[src/rtl/mem_ctrl_pkg.sv]
// mem_ctrl_pkg: shared state/op enums and default widths for the memory controller.
package mem_ctrl_pkg;
  localparam int ADDR_W_DEF = 16;
  localparam int DATA_W_DEF = 16;
  localparam int CNT_W = 4;
  typedef enum logic [1:0] {IDLE, SETUP, ACCESS, DONE} mem_state_e;
  typedef enum logic {MEM_WRITE = 1'b0, MEM_READ = 1'b1} mem_op_e;
endpackage

[src/rtl/mem_wait_cnt.sv]
// mem_wait_cnt: loadable down-counter that times the ACCESS phase.
module mem_wait_cnt
  import mem_ctrl_pkg::*;
(
  input  logic             clk,
  input  logic             rst_n,
  input  logic             load_i,
  input  logic             dec_i,
  input  logic [CNT_W-1:0] val_i,
  output logic             zero_o
);
  logic [CNT_W-1:0] cnt_q, cnt_d;
  assign zero_o = cnt_q == '0;
  always_comb cnt_d = load_i ? val_i : (dec_i && !zero_o) ? cnt_q - 1'b1 : cnt_q;
  always_ff @(posedge clk or negedge rst_n)
    if (!rst_n) cnt_q <= '0;
    else cnt_q <= cnt_d;
endmodule

[src/rtl/mem_ctrl.sv]
// mem_ctrl: IDLE/SETUP/ACCESS/DONE async-SRAM strobe sequencer with registered outputs.
// Optional sticky protocol-error flag enabled by defining MEM_CTRL_ERR_EN.
module mem_ctrl
  import mem_ctrl_pkg::*;
#(
  parameter int ADDR_W      = ADDR_W_DEF,
  parameter int DATA_W      = DATA_W_DEF,
  parameter int WAIT_CYCLES = 2
) (
  input  logic              Clk,
  input  logic              Reset,
  input  logic              start,
  input  logic              rw,
  input  logic [ADDR_W-1:0] mar,
  input  logic [DATA_W-1:0] mdr_in,
  output logic [DATA_W-1:0] mdr_out,
  output logic              ready,
  output logic              busy,
  output logic [ADDR_W-1:0] mem_addr,
  output logic [DATA_W-1:0] mem_wdata,
  output logic              mem_wdata_oe,
  input  logic [DATA_W-1:0] mem_rdata,
  output logic              ce_n,
  output logic              oe_n,
  output logic              we_n,
  output logic              err
);
  mem_state_e        state_q;
  mem_op_e           rw_q;
  logic [DATA_W-1:0] mdr_q, wdata_q;
  logic [ADDR_W-1:0] addr_q;
  logic              ready_q, busy_q, wdata_oe_q, ce_n_q, oe_n_q, we_n_q, cnt_zero;

  mem_wait_cnt u_wait (
    .clk   (Clk),
    .rst_n (Reset),
    .load_i(state_q == SETUP),
    .dec_i (state_q == ACCESS),
    .val_i (CNT_W'(WAIT_CYCLES - 1)),
    .zero_o(cnt_zero)
  );

  // Strobes are computed for the state being entered so they toggle only on clock edges.
  always_ff @(posedge Clk or negedge Reset)
    if (!Reset) begin
      state_q    <= IDLE;
      rw_q       <= MEM_WRITE;
      mdr_q      <= '0;
      wdata_q    <= '0;
      addr_q     <= '0;
      ready_q    <= 1'b0;
      busy_q     <= 1'b0;
      wdata_oe_q <= 1'b0;
      ce_n_q     <= 1'b1;
      oe_n_q     <= 1'b1;
      we_n_q     <= 1'b1;
    end else begin
      ready_q <= 1'b0;
      case (state_q)
        IDLE, DONE:
          if (start) begin
            state_q    <= SETUP;
            rw_q       <= mem_op_e'(rw);
            addr_q     <= mar;
            wdata_q    <= mdr_in;
            busy_q     <= 1'b1;
            ce_n_q     <= 1'b0;
            oe_n_q     <= !rw;
            we_n_q     <= 1'b1;
            wdata_oe_q <= !rw;
          end else begin
            state_q    <= IDLE;
            busy_q     <= 1'b0;
            wdata_oe_q <= 1'b0;
          end
        SETUP: begin
          state_q <= ACCESS;
          we_n_q  <= rw_q == MEM_READ;
        end
        ACCESS:
          if (cnt_zero) begin
            state_q <= DONE;
            ready_q <= 1'b1;
            ce_n_q  <= 1'b1;
            oe_n_q  <= 1'b1;
            we_n_q  <= 1'b1;
            if (rw_q == MEM_READ) mdr_q <= mem_rdata;
          end
      endcase
    end

`ifdef MEM_CTRL_ERR_EN
  logic err_q;
  always_ff @(posedge Clk or negedge Reset)
    if (!Reset) err_q <= 1'b0;
    else if (start && (state_q == SETUP || state_q == ACCESS)) err_q <= 1'b1;
  assign err = err_q;
`else
  assign err = 1'b0;
`endif

  assign mdr_out      = mdr_q;
  assign ready        = ready_q;
  assign busy         = busy_q;
  assign mem_addr     = addr_q;
  assign mem_wdata    = wdata_q;
  assign mem_wdata_oe = wdata_oe_q;
  assign ce_n         = ce_n_q;
  assign oe_n         = oe_n_q;
  assign we_n         = we_n_q;
endmodule

[config.mk]
export PLATFORM = sky130hd
export DESIGN_NAME = mem_ctrl
export DESIGN_NICKNAME = d
export VERILOG_FILES = /design/src/rtl/mem_ctrl_pkg.sv /design/src/rtl/mem_wait_cnt.sv /design/src/rtl/mem_ctrl.sv
export SDC_FILE = /design/constraint.sdc
export NUM_CORES = 1
export LEC_CHECK = 0
export CORE_MARGIN = 1.5
export CORE_UTILIZATION = 38
export CTS_CLUSTER_SIZE = 12
export DETAILED_ROUTE_END_ITERATION = 7
export PLACE_DENSITY = 0.81
export SETUP_SLACK_MARGIN = 0.1
export SLEW_MARGIN = 5
export SYNTH_ARGS = -nofsm -noshare
export SYNTH_HDL_FRONTEND = slang
export SYNTH_SLANG_ARGS = --single-unit
[constraint.sdc]
create_clock -name Clk -period 1.9 [get_ports Clk]
set_clock_uncertainty 0.2 [all_clocks]
set_input_delay 0.285 -clock Clk [delete_from_list [all_inputs] [get_ports Clk]]
set_output_delay 0.285 -clock Clk [all_outputs]
set_load 0.05 [all_outputs]
==> run metrics <==
dominant cells by area after synthesis=dfrtp_1, mux2_2, mux2_4; Data arrival, critical path=1860 ps; crit path cell chain=inv_1 > ha_2 > nor4b_1 > nor3b_1 > a31o_2; Ports=107; Async SR Flop Fraction=between 90% and 100%; FMAX=546 MHz; total CTS buffers=9; top_reg_cell synth=dfrtp_1; Final Hold Fails=0; reg2reg setup slack=70 ps; H-tree depth=3; Syn-to-layout area delta=57.9%; hold_ws=307 ps; hpwl dp=3.78 mm; CP Max Fanout=8; RSZ-0062 raised after global routing=yes; Worst Setup End Kind=flop; Residual DRC=0; Yosys top cell area share=58.0%; Ys Warns=0; status=finished, final reports clean; syn nets=222; period utilization=96.4%; CTS tree=yes; core area=roughly 0.0063 sq mm; FF-to-FF Start=state_q[0]$_DFFE_PN0P_; gr ovfl total=0; Die Wd=approximately 84 microns; worst r2r path cells=5; Max-Cap Viols=0; crit-path max cell delay=460 ps; CTS Buffer Depth=2; critical path buffer and inverter count=1; Routed wire per std cell=around 15 microns; average instance area after synthesis=15.1 sq um; Filler Cells Inserted=509; flip-flop and latch count after synthesis=61; Seq/Total Area, Yosys=61.1%; Rows=29; worst min path class=primary input to asynchronous set/reset pin; Initial Util=39.4%; critical path class=flop to flop; Reg-to-Reg End=u_wait.cnt_q[3]$_DFFE_PN0P_; WP depth=5; Tightest Pin Transition=502 ps; Synth Instances=166; die area=0.00708 sq mm; Final Routed Wirelength=between 5 and 6 mm; Max Slew Vio Count=0; crit path from=state_q[0]$_DFFE_PN0P_; Tmin final=~1800 ps; fraction of layout cells with a size suffix above 1=51.9%; via count=1,796; # port buffers=about 110; post-layout util=~62%; RD Place Congestion=0.719; CP max stage cell=nor4b_1; Clock transition at path regs=70 ps; Worst Setup Start Kind=flop; vias per cell=4.80; initial antenna violation count=0; area of the multi-input gates=925 sq um; Initial DRT Pass Iterations=4; endpoints failing setup=0; cell taking the most area after synthesis=dfrtp_1; vias in the first global route=1,898; DRT iter0 DRCs=56; clock root buffer=clkbuf_8; Cell Area, Synth=~0.0025 sq mm; first-pass GRT wire length=a little under 9 mm; FF+latch area=~0.0015 sq mm; crit-path leading delay family=simple AND/OR/NAND/NOR gates; Sink Count=61; Clk Latency, worst-skew pair=330 ps; EDFF count, synth=0; die height=84.2 microns; largest net degree at the start of global routing=62; Setup crit end=u_wait.cnt_q[3]$_DFFE_PN0P_; Final TNS setup=0 ps; Antenna Cells=0; layout net count=between 300 and 400; Yosys cell types=34; GR Util All Layers=15.9%; slew margin rel.=roughly two thirds; ANT nets after route=0; Worst Path Required=1920 ps
metrics by stage:
stage	setup WS (ps)	area, sq um	std cells
finish	67.6	3950	374
global route	16.5	3950	374
CTS	72.4	3830	367
detailed placement	35.1	3580	348
global placement	99.5	3580	348
floorplan	35.2	2520	166
routing by layer:
metal	track usage, %	part of all wire, %	vias up
met4	7.45	1.8	0
met5	0	0	-
li1	-	-	830
met2	26.1	51	65
met1	18.9	40	888
met3	5.11	6.4	13
cell type report:
cell class                      count  share of cell area [%]
Multi-Input combinational cell     89                    23.4
Clock inverter                      3                    1.11
Sequential cell                    61                    38.7
Tap cell                           77                    2.44
Inverter                            7                   0.665
Timing Repair Buffer              124                    29.7
Clock buffer                       13                    4.02
worst min-delay path by stage:
stage,end,depth (start not counted),start,slack (ps)
6_report,mem_addr[9]$_DFFE_PN0P_,3,Reset,310
4_1_cts,mem_addr[11]$_DFFE_PN0P_,3,Reset,300
2_1_floorplan,busy$_DFFE_PN0N_,0,Reset,-210
5_1_grt,mem_wdata[4]$_DFFE_PN0P_,1,mem_wdata[4]$_DFFE_PN0P_,320
3_3_place_gp,mem_addr[12]$_DFFE_PN0P_,2,Reset,120
3_5_place_dp,mem_addr[11]$_DFFE_PN0P_,2,Reset,120
registers in the layout (all words and copies together) (netlist names), 2 cells and up:
signal and flops:
state_q 2, mem_addr 16, mem_wdata 16, mdr_out 16
u_wait.cnt_q 4
cells in the mapped netlist, types with 2 or more instances:
cell type,count
mux2_4,10
nor2_1,4
buf_2,6
ha_1,4
nand3_1,2
dfrtp_1,58
dfstp_2,3
o21ai_0,4
inv_1,7
a21oi_1,3
mux2_2,41
nand2_1,2
cell usage in the layout (no fill, tap or decap), drive strengths merged, types with 3 or more instances in the layout:
cell / count
dfstp: 3
clkbuf: 15
nand2: 3
a21oi: 3
mux2: 51
o21ai: 4
buf: 71
clkdlybuf4s50: 50
ha: 4
nor2: 4
dfrtp: 58
inv: 7
tightest hold or removal path, delay by kind of cell:
kind / cells / cell delay (ps)
buffers and inverters: 3 / 940
kinds of logic (layout without fill, tap and decap cells):
logic type | count (synthesis) | count (layout) | share of synthesized area (%)
other cells | 1 | 1 | 0.150
mux | 52 | 52 | 24.8
buf+inv | 16 | 147 | 3.80
flops | 61 | 61 | 61.2
compound gates | 14 | 14 | 3.70
fa+ha+maj | 4 | 4 | 2.00
simple gates | 18 | 18 | 4.35
repair_timing:
action / in CTS / in global routing
hold buffers: 1 / 0
pin swaps: 1 / 1
endpoints found under the hold margin: 58 / 0
buffers inserted: 2 / 4
gates cloned: 0 / 3
setup endpoints to repair: 49 / 54
resized for setup: 5 / 9
Power is left out: the tool's default activity adds up to more than one toggle a clock period on the data nets, which glitch-free logic cannot reach.
